--- config.mk ---
export PLATFORM = sky130hd
export DESIGN_NAME = clock_rate_detector
export DESIGN_NICKNAME = d
export VERILOG_FILES = /design/src/rtl/clock_rate_detector.sv
export SDC_FILE = /design/constraint.sdc
export NUM_CORES = 1
export LEC_CHECK = 0
export CAP_MARGIN = 20
export CORE_ASPECT_RATIO = 2
export CORE_UTILIZATION = 58
export CTS_CLUSTER_DIAMETER = 30
export CTS_CLUSTER_SIZE = 40
export DETAILED_ROUTE_END_ITERATION = 6
export PLACE_DENSITY = 0.76
export SETUP_SLACK_MARGIN = 0.5
export SLEW_MARGIN = 25
export SYNTH_ARGS = -nofsm -noshare
export SYNTH_HDL_FRONTEND = slang
export SYNTH_SLANG_ARGS = --single-unit
--- constraint.sdc ---
create_clock -name clk -period 5.13 [get_ports clk]
set_clock_uncertainty 0.2 [all_clocks]
set_input_delay 0.7695 -clock clk [delete_from_list [all_inputs] [get_ports clk]]
set_output_delay 0.7695 -clock clk [all_outputs]
set_load 0.01 [all_outputs]
--- src/rtl/clock_rate_detector.sv ---
// rtl/clock_rate_detector.sv - recovers the 2-bit rate-select code from a slow square wave
//
// Purpose: measures the rising-to-rising period of sig_in in milliseconds of
// system clock and classifies it back into the rate code that produced it.
// Optional feature macro: RATE_DETECT_LOCK_EN (require two matching
// consecutive measurements before asserting valid).
//
// Ports:
//   clk        in   system clock
//   rst        in   asynchronous active-high reset
//   sig_in     in   asynchronous slow square wave
//   code       out  recovered rate code (0=0.5s, 1=1s, 2=2s, 3=6s)
//   valid      out  code reflects a locked, in-window measurement
//   period_ms  out  last measured period in ms
//   meas_done  out  one-cycle pulse when period_ms updates
module clock_rate_detector #(
  parameter int TICKS_PER_MS = 50000,
  parameter int MS_MAX       = 8191
) (
  input  logic        clk,
  input  logic        rst,
  input  logic        sig_in,
  output logic [1:0]  code,
  output logic        valid,
  output logic [12:0] period_ms,
  output logic        meas_done
);

  localparam int MS_W = 13;
  localparam int PS_W = (TICKS_PER_MS > 1) ? $clog2(TICKS_PER_MS) : 1;
  localparam logic [PS_W-1:0] PS_LAST = PS_W'(TICKS_PER_MS - 1);
  localparam logic [MS_W-1:0] MS_SAT  = MS_W'(MS_MAX);

  typedef enum logic {
    WAIT_EDGE,
    MEASURE
  } state_t;

  logic            sync1_q, sync2_q, sync3_q, rise_q;
  state_t          state_q, state_d;
  logic [PS_W-1:0] ps_q, ps_d;
  logic [MS_W-1:0] ms_cnt_q, ms_cnt_d;
  logic [MS_W-1:0] period_q, period_d;
  logic [1:0]      code_q, code_d;
  logic            valid_q, valid_d;
  logic            done_q, done_d;
`ifdef RATE_DETECT_LOCK_EN
  logic [1:0]      lock_cnt_q, lock_cnt_d;
  logic [1:0]      lock_cls_q, lock_cls_d;
`endif

  logic            tick;
  logic            timeout;
  logic [MS_W-1:0] meas;
  logic [1:0]      cls;
  logic            in_win;

  // Two-flop synchronizer, one delay flop for edge detection, and a
  // registered rise pulse.
  always_ff @(posedge clk or posedge rst) begin
    if (rst) begin
      sync1_q <= 1'b0;
      sync2_q <= 1'b0;
      sync3_q <= 1'b0;
      rise_q  <= 1'b0;
    end else begin
      sync1_q <= sig_in;
      sync2_q <= sync1_q;
      sync3_q <= sync2_q;
      rise_q  <= sync2_q & ~sync3_q;
    end
  end

  assign tick    = (ps_q == PS_LAST);
  assign timeout = (ms_cnt_q == MS_SAT);

  // A tick landing on the rise cycle completes the period being closed, so
  // it is folded into the latched value rather than carried into the next
  // count. This keeps k*TICKS_PER_MS + r cycles reading exactly k.
  assign meas = timeout ? MS_SAT : (ms_cnt_q + MS_W'(tick));

  always_comb begin
    cls    = 2'd0;
    in_win = 1'b1;
    if (meas >= 13'd250 && meas < 13'd750) begin
      cls = 2'd0;
    end else if (meas >= 13'd750 && meas < 13'd1500) begin
      cls = 2'd1;
    end else if (meas >= 13'd1500 && meas < 13'd4000) begin
      cls = 2'd2;
    end else if (meas >= 13'd4000 && meas < MS_SAT) begin
      cls = 2'd3;
    end else begin
      in_win = 1'b0;
    end
  end

  always_comb begin
    state_d  = state_q;
    ps_d     = ps_q;
    ms_cnt_d = ms_cnt_q;
    period_d = period_q;
    code_d   = code_q;
    valid_d  = valid_q;
    done_d   = 1'b0;
`ifdef RATE_DETECT_LOCK_EN
    lock_cnt_d = lock_cnt_q;
    lock_cls_d = lock_cls_q;
`endif
    case (state_q)
      WAIT_EDGE: begin
        ps_d     = '0;
        ms_cnt_d = '0;
        if (rise_q) begin
          state_d = MEASURE;
        end
      end
      MEASURE: begin
        if (rise_q) begin
          ps_d     = '0;
          ms_cnt_d = '0;
          period_d = meas;
          done_d   = 1'b1;
          if (!in_win) begin
            valid_d = 1'b0;
`ifdef RATE_DETECT_LOCK_EN
            lock_cnt_d = 2'd0;
`endif
          end else begin
`ifdef RATE_DETECT_LOCK_EN
            if (lock_cnt_q != 2'd0 && cls == lock_cls_q) begin
              lock_cnt_d = 2'd2;
              code_d     = cls;
              valid_d    = 1'b1;
            end else begin
              // New class: restart the lock with this measurement as the first.
              lock_cnt_d = 2'd1;
              lock_cls_d = cls;
              valid_d    = 1'b0;
            end
`else
            code_d  = cls;
            valid_d = 1'b1;
`endif
          end
        end else if (timeout) begin
          state_d  = WAIT_EDGE;
          ps_d     = '0;
          ms_cnt_d = '0;
          code_d   = 2'd0;
          valid_d  = 1'b0;
`ifdef RATE_DETECT_LOCK_EN
          lock_cnt_d = 2'd0;
`endif
        end else begin
          ps_d = tick ? '0 : (ps_q + PS_W'(1));
          if (tick && ms_cnt_q != MS_SAT) begin
            ms_cnt_d = ms_cnt_q + MS_W'(1);
          end
        end
      end
    endcase
  end

  always_ff @(posedge clk or posedge rst) begin
    if (rst) begin
      state_q  <= WAIT_EDGE;
      ps_q     <= '0;
      ms_cnt_q <= '0;
      period_q <= '0;
      code_q   <= 2'd0;
      valid_q  <= 1'b0;
      done_q   <= 1'b0;
`ifdef RATE_DETECT_LOCK_EN
      lock_cnt_q <= 2'd0;
      lock_cls_q <= 2'd0;
`endif
    end else begin
      state_q  <= state_d;
      ps_q     <= ps_d;
      ms_cnt_q <= ms_cnt_d;
      period_q <= period_d;
      code_q   <= code_d;
      valid_q  <= valid_d;
      done_q   <= done_d;
`ifdef RATE_DETECT_LOCK_EN
      lock_cnt_q <= lock_cnt_d;
      lock_cls_q <= lock_cls_d;
`endif
    end
  end

  assign code      = code_q;
  assign valid     = valid_q;
  assign period_ms = period_q;
  assign meas_done = done_q;

endmodule

# ---- After elaboration in Yosys (flattened, before gate mapping)
# Cells that the tools add are included.
dict set report op_classes {
  n_addsub 3
  mul 0
  div_mod_pow 0
  n_lt_le_gt_ge 8
  n_eq_ne 5
  shifts 0
  n_mux 28
  bitwise_logic 3
  n_reduce_logical 9
}
# cell n
set ops {}
lappend ops {{13-bit 2-to-1 mux} 4}
lappend ops {{16-bit 2-to-1 mux} 3}
lappend ops {{16-bit one-hot mux with 2 select lines} 1}
lappend ops {{13-bit one-hot mux with 2 select lines} 1}
lappend ops {{16-bit by 1-bit adder with 16-bit output (second input constant)} 1}
lappend ops {{16-bit == test (second input constant)} 1}
lappend ops {{2-bit 2-to-1 mux} 7}
lappend ops {{13-bit by 1-bit adder with 13-bit output} 1}
lappend ops {{13-bit by 1-bit adder with 13-bit output (second input constant)} 1}
lappend ops {{13-bit == test (second input constant)} 1}
lappend ops {{13-bit by 10-bit greater-or-equal comparator with 1-bit output (second input constant)} 1}
lappend ops {{13-bit by 11-bit greater-or-equal comparator with 1-bit output (second input constant)} 1}
lappend ops {{13-bit by 12-bit greater-or-equal comparator with 1-bit output (second input constant)} 1}
lappend ops {{13-bit by 8-bit greater-or-equal comparator with 1-bit output (second input constant)} 1}
lappend ops {{13-bit by 10-bit less-than comparator with 1-bit output (second input constant)} 1}
lappend ops {{13-bit by 11-bit less-than comparator with 1-bit output (second input constant)} 1}
lappend ops {{13-bit by 12-bit less-than comparator with 1-bit output (second input constant)} 1}
lappend ops {{13-bit less-than comparator (second input constant)} 1}
lappend ops {{13-bit != test (second input constant)} 1}
lappend ops {{1-bit 2-to-1 mux} 11}
lappend ops {{1-bit logical AND} 5}
lappend ops {{4-bit by 2-bit != test with 1-bit output (second input constant)} 1}
lappend ops {{2-bit AND reduction} 2}
lappend ops {{3-bit AND reduction} 1}
lappend ops {{other kinds (5)} 6}
dict set report word_totals {
  regBits 51
  latch_bits 0
  ramBits 0
  romBits 0
  in_bits 3
  word_cells 67
  mem_count 0
}

# ---- Longest topological paths before layout
dict set report depth {
  ltp_word 11
  depth_mapped 14
  depth_no_buf 12
}

# ---- Worst setup path before layout
# Ideal clock, no wire load.
dict set report synth_timing {
  path_type {register to register}
  from {register ps_q[0]}
  to {register code_q[0], in the netlist code[0]}
  setup_ps 139
  arrival_time_ps 3336
  required_time_ps 4791
  setup_slack_ps 1456
  path_stages_with_launch 15
  period_less_slack_ps 3674
  path_cell_list {dfrtp_1 ha_1 and3_1 and4_1 clkbuf_1 ha_1 ha_1 buf_6 nand3_1 nor4_1 mux2i_1 nor2_1 a31o_4 o221a_1 or4_1}
}
dict set report synth_via {
  elab_chain_cells 11
  elab_cells_between_ends 27
  cone_classes {add/sub (1); order compare (8); eq/ne (2); mux (11); reduce/logical (5)}
}
# element line_no
set synth_lines {}
lappend synth_lines {{start, declared} 41} ;# logic [PS_W-1:0] ps_q, ps_d;
lappend synth_lines {{start signal, assigned} 180} ;# ps_q <= ps_d;
lappend synth_lines {{16-bit == test *} 74} ;# assign tick = (ps_q == PS_LAST);
lappend synth_lines {{13-bit by 1-bit adder with 13-bit output *} 80} ;# assign meas = timeout ? MS_SAT : (ms_cnt_q + MS_W'(tick));
lappend synth_lines {{13-bit 2-to-1 mux *} 80}
lappend synth_lines {{13-bit by 12-bit greater-or-equal comparator with 1-bit output / 13-bit less-than comparator (equally long branches)} 91} ;# end else if (meas >= 13'd4000 && meas < MS_SAT) begin
lappend synth_lines {{1-bit logical AND} 91}
lappend synth_lines {{1-bit 2-to-1 mux / 2-bit 2-to-1 mux (equally long branches)} 91}
lappend synth_lines {{1-bit 2-to-1 mux / 2-bit 2-to-1 mux (equally long branches)} 89} ;# end else if (meas >= 13'd1500 && meas < 13'd4000) begin
lappend synth_lines {{1-bit 2-to-1 mux / 2-bit 2-to-1 mux (equally long branches)} 87} ;# end else if (meas >= 13'd750 && meas < 13'd1500) begin
lappend synth_lines {{1-bit 2-to-1 mux / 2-bit 2-to-1 mux (equally long branches)} 85} ;# if (meas >= 13'd250 && meas < 13'd750) begin
lappend synth_lines {{2-bit by 1-bit != test with 1-bit output (no line) / 2-bit 2-to-1 mux (equally long branches)} n/a}
lappend synth_lines {{3-bit AND reduction (no line) / 2-bit 2-to-1 mux (equally long branches)} n/a}
lappend synth_lines {{end signal, assigned} 183} ;# code_q <= code_d;
lappend synth_lines {{end, declared} 44} ;# logic [1:0] code_q, code_d;
# Mark *: on every way between the ends. The rest lies on a longest branch, timed or not. The select of a mux whose other input is x is not followed.
# A chain may end at the register's enable or synchronous reset.

# ---- Worst setup path in the final report
# Same ends and word-level chain as after synthesis.

==> metrics.md <==
| Metric | Value |
|---|---|
| Period utilisation layout | `between 80% and 90%` |
| Cts hold-fix bufs | `0` |
| Layout cells sized above 1 | `7.67%` |
| Clock latency on the worst-skew pair | `0.31 ns` |
| Warnings from Yosys | `0` |
| GP Congestion | `0.902` |
| Post-placement cell area | `2910 um^2` |
| Crit path max fanout | `9` |
| Max Transition Viols Final | `0` |
| Status | `finished, final reports clean` |
| Relative slew slack | `between 40% and 50%` |
| RSZ-0062 raised after global routing | `false` |
| Hold WC Path Type | `flop to flop` |
| Maximum root-to-sink buffer count | `2` |
| # nets final | `between 300 and 400` |
| Sequential-to-total area share from yosys stat | `46.7%` |
| Largest net degree at the start of global routing | `52` |
| Crit. End Element | `flop` |
| Initial DRC count | `64` |
| DRT antenna net count | `0` |
| Worst vdd ir | `0.171 mV` |
| Root Driver | `clkbuf_8` |
| Fmax | `243 MHz` |
| Cells after Synth | `285` |
| Worst Setup Slack, final | `1.02 ns` |
| First-pass GRT wire length | `9.27 mm` |
| Via Count | `2,065` |
| Worst slew pin tran | `0.859 ns` |
| Async SR Flop Fraction | `100%` |
| Via density | `5.82` |
| Clock Sinks | `51` |
| Final setup fails | `0` |
| DRC Markers | `0` |
| Starting Density | `roughly 60%` |
| # rows | `35` |
| Pwr Total | `~760 uW` |
| Drt pass-1 iters | `4` |
| WL final | `5.50 mm` |
| Num ports | `20` |
| Post_cts resized | `0` |
| # diodes | `0` |
| Fin crit period | `4.11 ns` |
| Dpl hpwl | `4.08 mm` |
| Max Cap Violations | `0` |
| Die height | `99.0 um` |
| Die area | `5000 um^2` |
| CTS tree | `done` |
| Fin Setup TNS | `0 ns` |
| H-tree depth | `2` |
| Pleak | `0.00136 uW` |
| Die W | `50.5 um` |
| Clock slew at reported path FFs | `0.09 ns` |
| WL per Instance | `15.5 um` |
| Core area | `4550 um^2` |
| All-Layer GR Usage | `24.7%` |
| Critical path class | `flop to flop` |
| Crit path DAT | `between 4 and 5 ns` |
| Number of global-route vias before repair | `2,149` |
| Number of synthesized flops with an enable pin | `0` |
| Grt ovf | `0` |
| Initial antenna violation count | `0` |
| Pre-CTS WS | `between 1 and 1.5 ns` |
| Area Growth Syn to Fin | `10.4%` |
| Port buffer count | `19` |
| Syn Nets | `a little under 300` |
| Design area | `3020 um^2` |
| Final hold violations | `0` |
| Synth Flop Type | `dfrtp_1` |
| CP Launch Type | `flop` |
| Finished Core Util | `66.2%` |
| Total CTS buffers | `5` |
| Number of synthesized register bits | `slightly above 50` |
| Synthesized area | `2730 um^2` |
| Cell variety after synth | `54` |
| Critical path required time | `5.12 ns` |
| Power Density | `253 nW/um^2` |
| Mean post-synth cell area | `approximately 9.6 um^2` |
| Post-CTS setup buffer count | `0` |
## cell families after synthesis
family                     Yosys count  share of synthesized area (%)
adders and majority gates            5                           2.20
muxes                                1                          0.367
xor gates and xnor gates            32                           10.3
DFF                                 51                           46.7
and+or+nand+nor                    137                           26.0
AOI/OAI and AO/OA                   41                           10.8
buffers and inverters               18                           3.57
## critical path: stages, from the launching register on
cell     delay, ns
dfrtp_1       0.37
ha_1          0.18
and3_1        0.26
and4_1        0.36
ha_1          0.29
ha_1          0.37
nand3_1       0.23
nor4_1        0.33
mux2i_1       0.41
nor2_1        0.11
a31o_4        0.27
o221a_1       0.23
or4_1         0.39
## layout by cell type, fill, tap and decap left out, types with 2 or more instances in the layout
cell type        count
dfrtp_1             51
nor2_1              47
nand2_1             29
clkdlybuf4s50_1     19
xor2_1              16
xnor2_1             16
nand3_1             16
and3_1               9
o21ai_0              9
a21oi_1              9
clkbuf_8             7
inv_1                4
a31oi_1              4
ha_1                 4
and4_1               3
and2_1               3
or3_1                3
a21o_1               3
nor4_1               3
nor3_1               3
nor2b_1              2
nand4_1              2
nor4bb_1             2
or2_2                2
a22oi_1              2
o21bai_1             2
o31ai_1              2
## report_power, final
group          switching [uW]  internal (uW)  total [uW]
sequential               13.3            423         437
combinational            36.4           33.9        70.3
clock                     131            123         255
## cell usage after synthesis, types with 2 or more instances
library cell	instances	area (um^2)
or3_1	3	18.8
a22oi_1	2	15.0
nor4bb_1	2	20.0
buf_6	2	22.5
inv_1	5	18.8
clkbuf_1	6	22.5
and3_1	9	56.3
o21ai_0	9	45.0
xnor2_1	16	140
ha_1	4	50.1
nand2_1	29	109
buf_4	4	30.0
dfrtp_1	51	1280
xor2_1	16	140
nor4_1	3	18.8
nor2_1	47	176
a31oi_1	4	25.0
nand4_1	2	12.5
and2_1	3	18.8
o31ai_1	2	15.0
nand3_1	16	80.1
or2_2	2	12.5
nor2b_1	2	12.5
a21o_1	3	22.5
nor3_1	3	15.0
and4_1	3	26.3
a21oi_1	9	45.0
o21bai_1	2	15.0
## area by class of cell
class / instances / area (um^2)
fillers: 399 / 1540
multi-input cells: 216 / 1360
flip-flops and latches: 51 / 1280
repair buffers: 19 / 190
clock buffers: 8 / 100
well taps: 55 / 68.8
inverters: 6 / 23.8
## sequential cells by signal (all words and copies together), names as in the netlist
register / cells
code: 2
sync2_q: 1
rise_q: 1
valid: 1
sync1_q: 1
meas_done: 1
ms_cnt_q: 13
state_q: 1
ps_q: 16
sync3_q: 1
period_ms: 13
## through the flow
step	instances	hold slack, ns
2_1_floorplan	285	0.131
3_3_place_gp	347	0.133
3_5_place_dp	347	0.135
4_1_cts	355	0.155
5_1_grt	355	0.168
6_report	355	0.154
## path summary, 6_finish.rpt
path	startpoint	endpoint	slack (ns)	cells after the start
setup / recovery	ps_q[0]	code[0]	1.02	12
hold / removal	sync1_q	sync2_q	0.15	0
setup reg to reg	ps_q[0]	code[0]	1.02	12
hold reg to reg	sync1_q	sync2_q	0.15	0
max in group asynchronous	rst	ms_cnt_q[8]	3.50	2
min in group asynchronous	rst	ps_q[2]	0.72	2
## routing by layer
| metal | track usage [%] | up-vias | part of all wire, % |
|---|---|---|---|
| met5 | 0 | - | 0 |
| met4 | 16.7 | 0 | 5.0 |
| met3 | 2.93 | 24 | 1.9 |
| met2 | 45.9 | 46 | 56 |
| met1 | 24.2 | 985 | 37 |
| li1 | - | 1010 | - |
(Power assumes the default switching activity.)
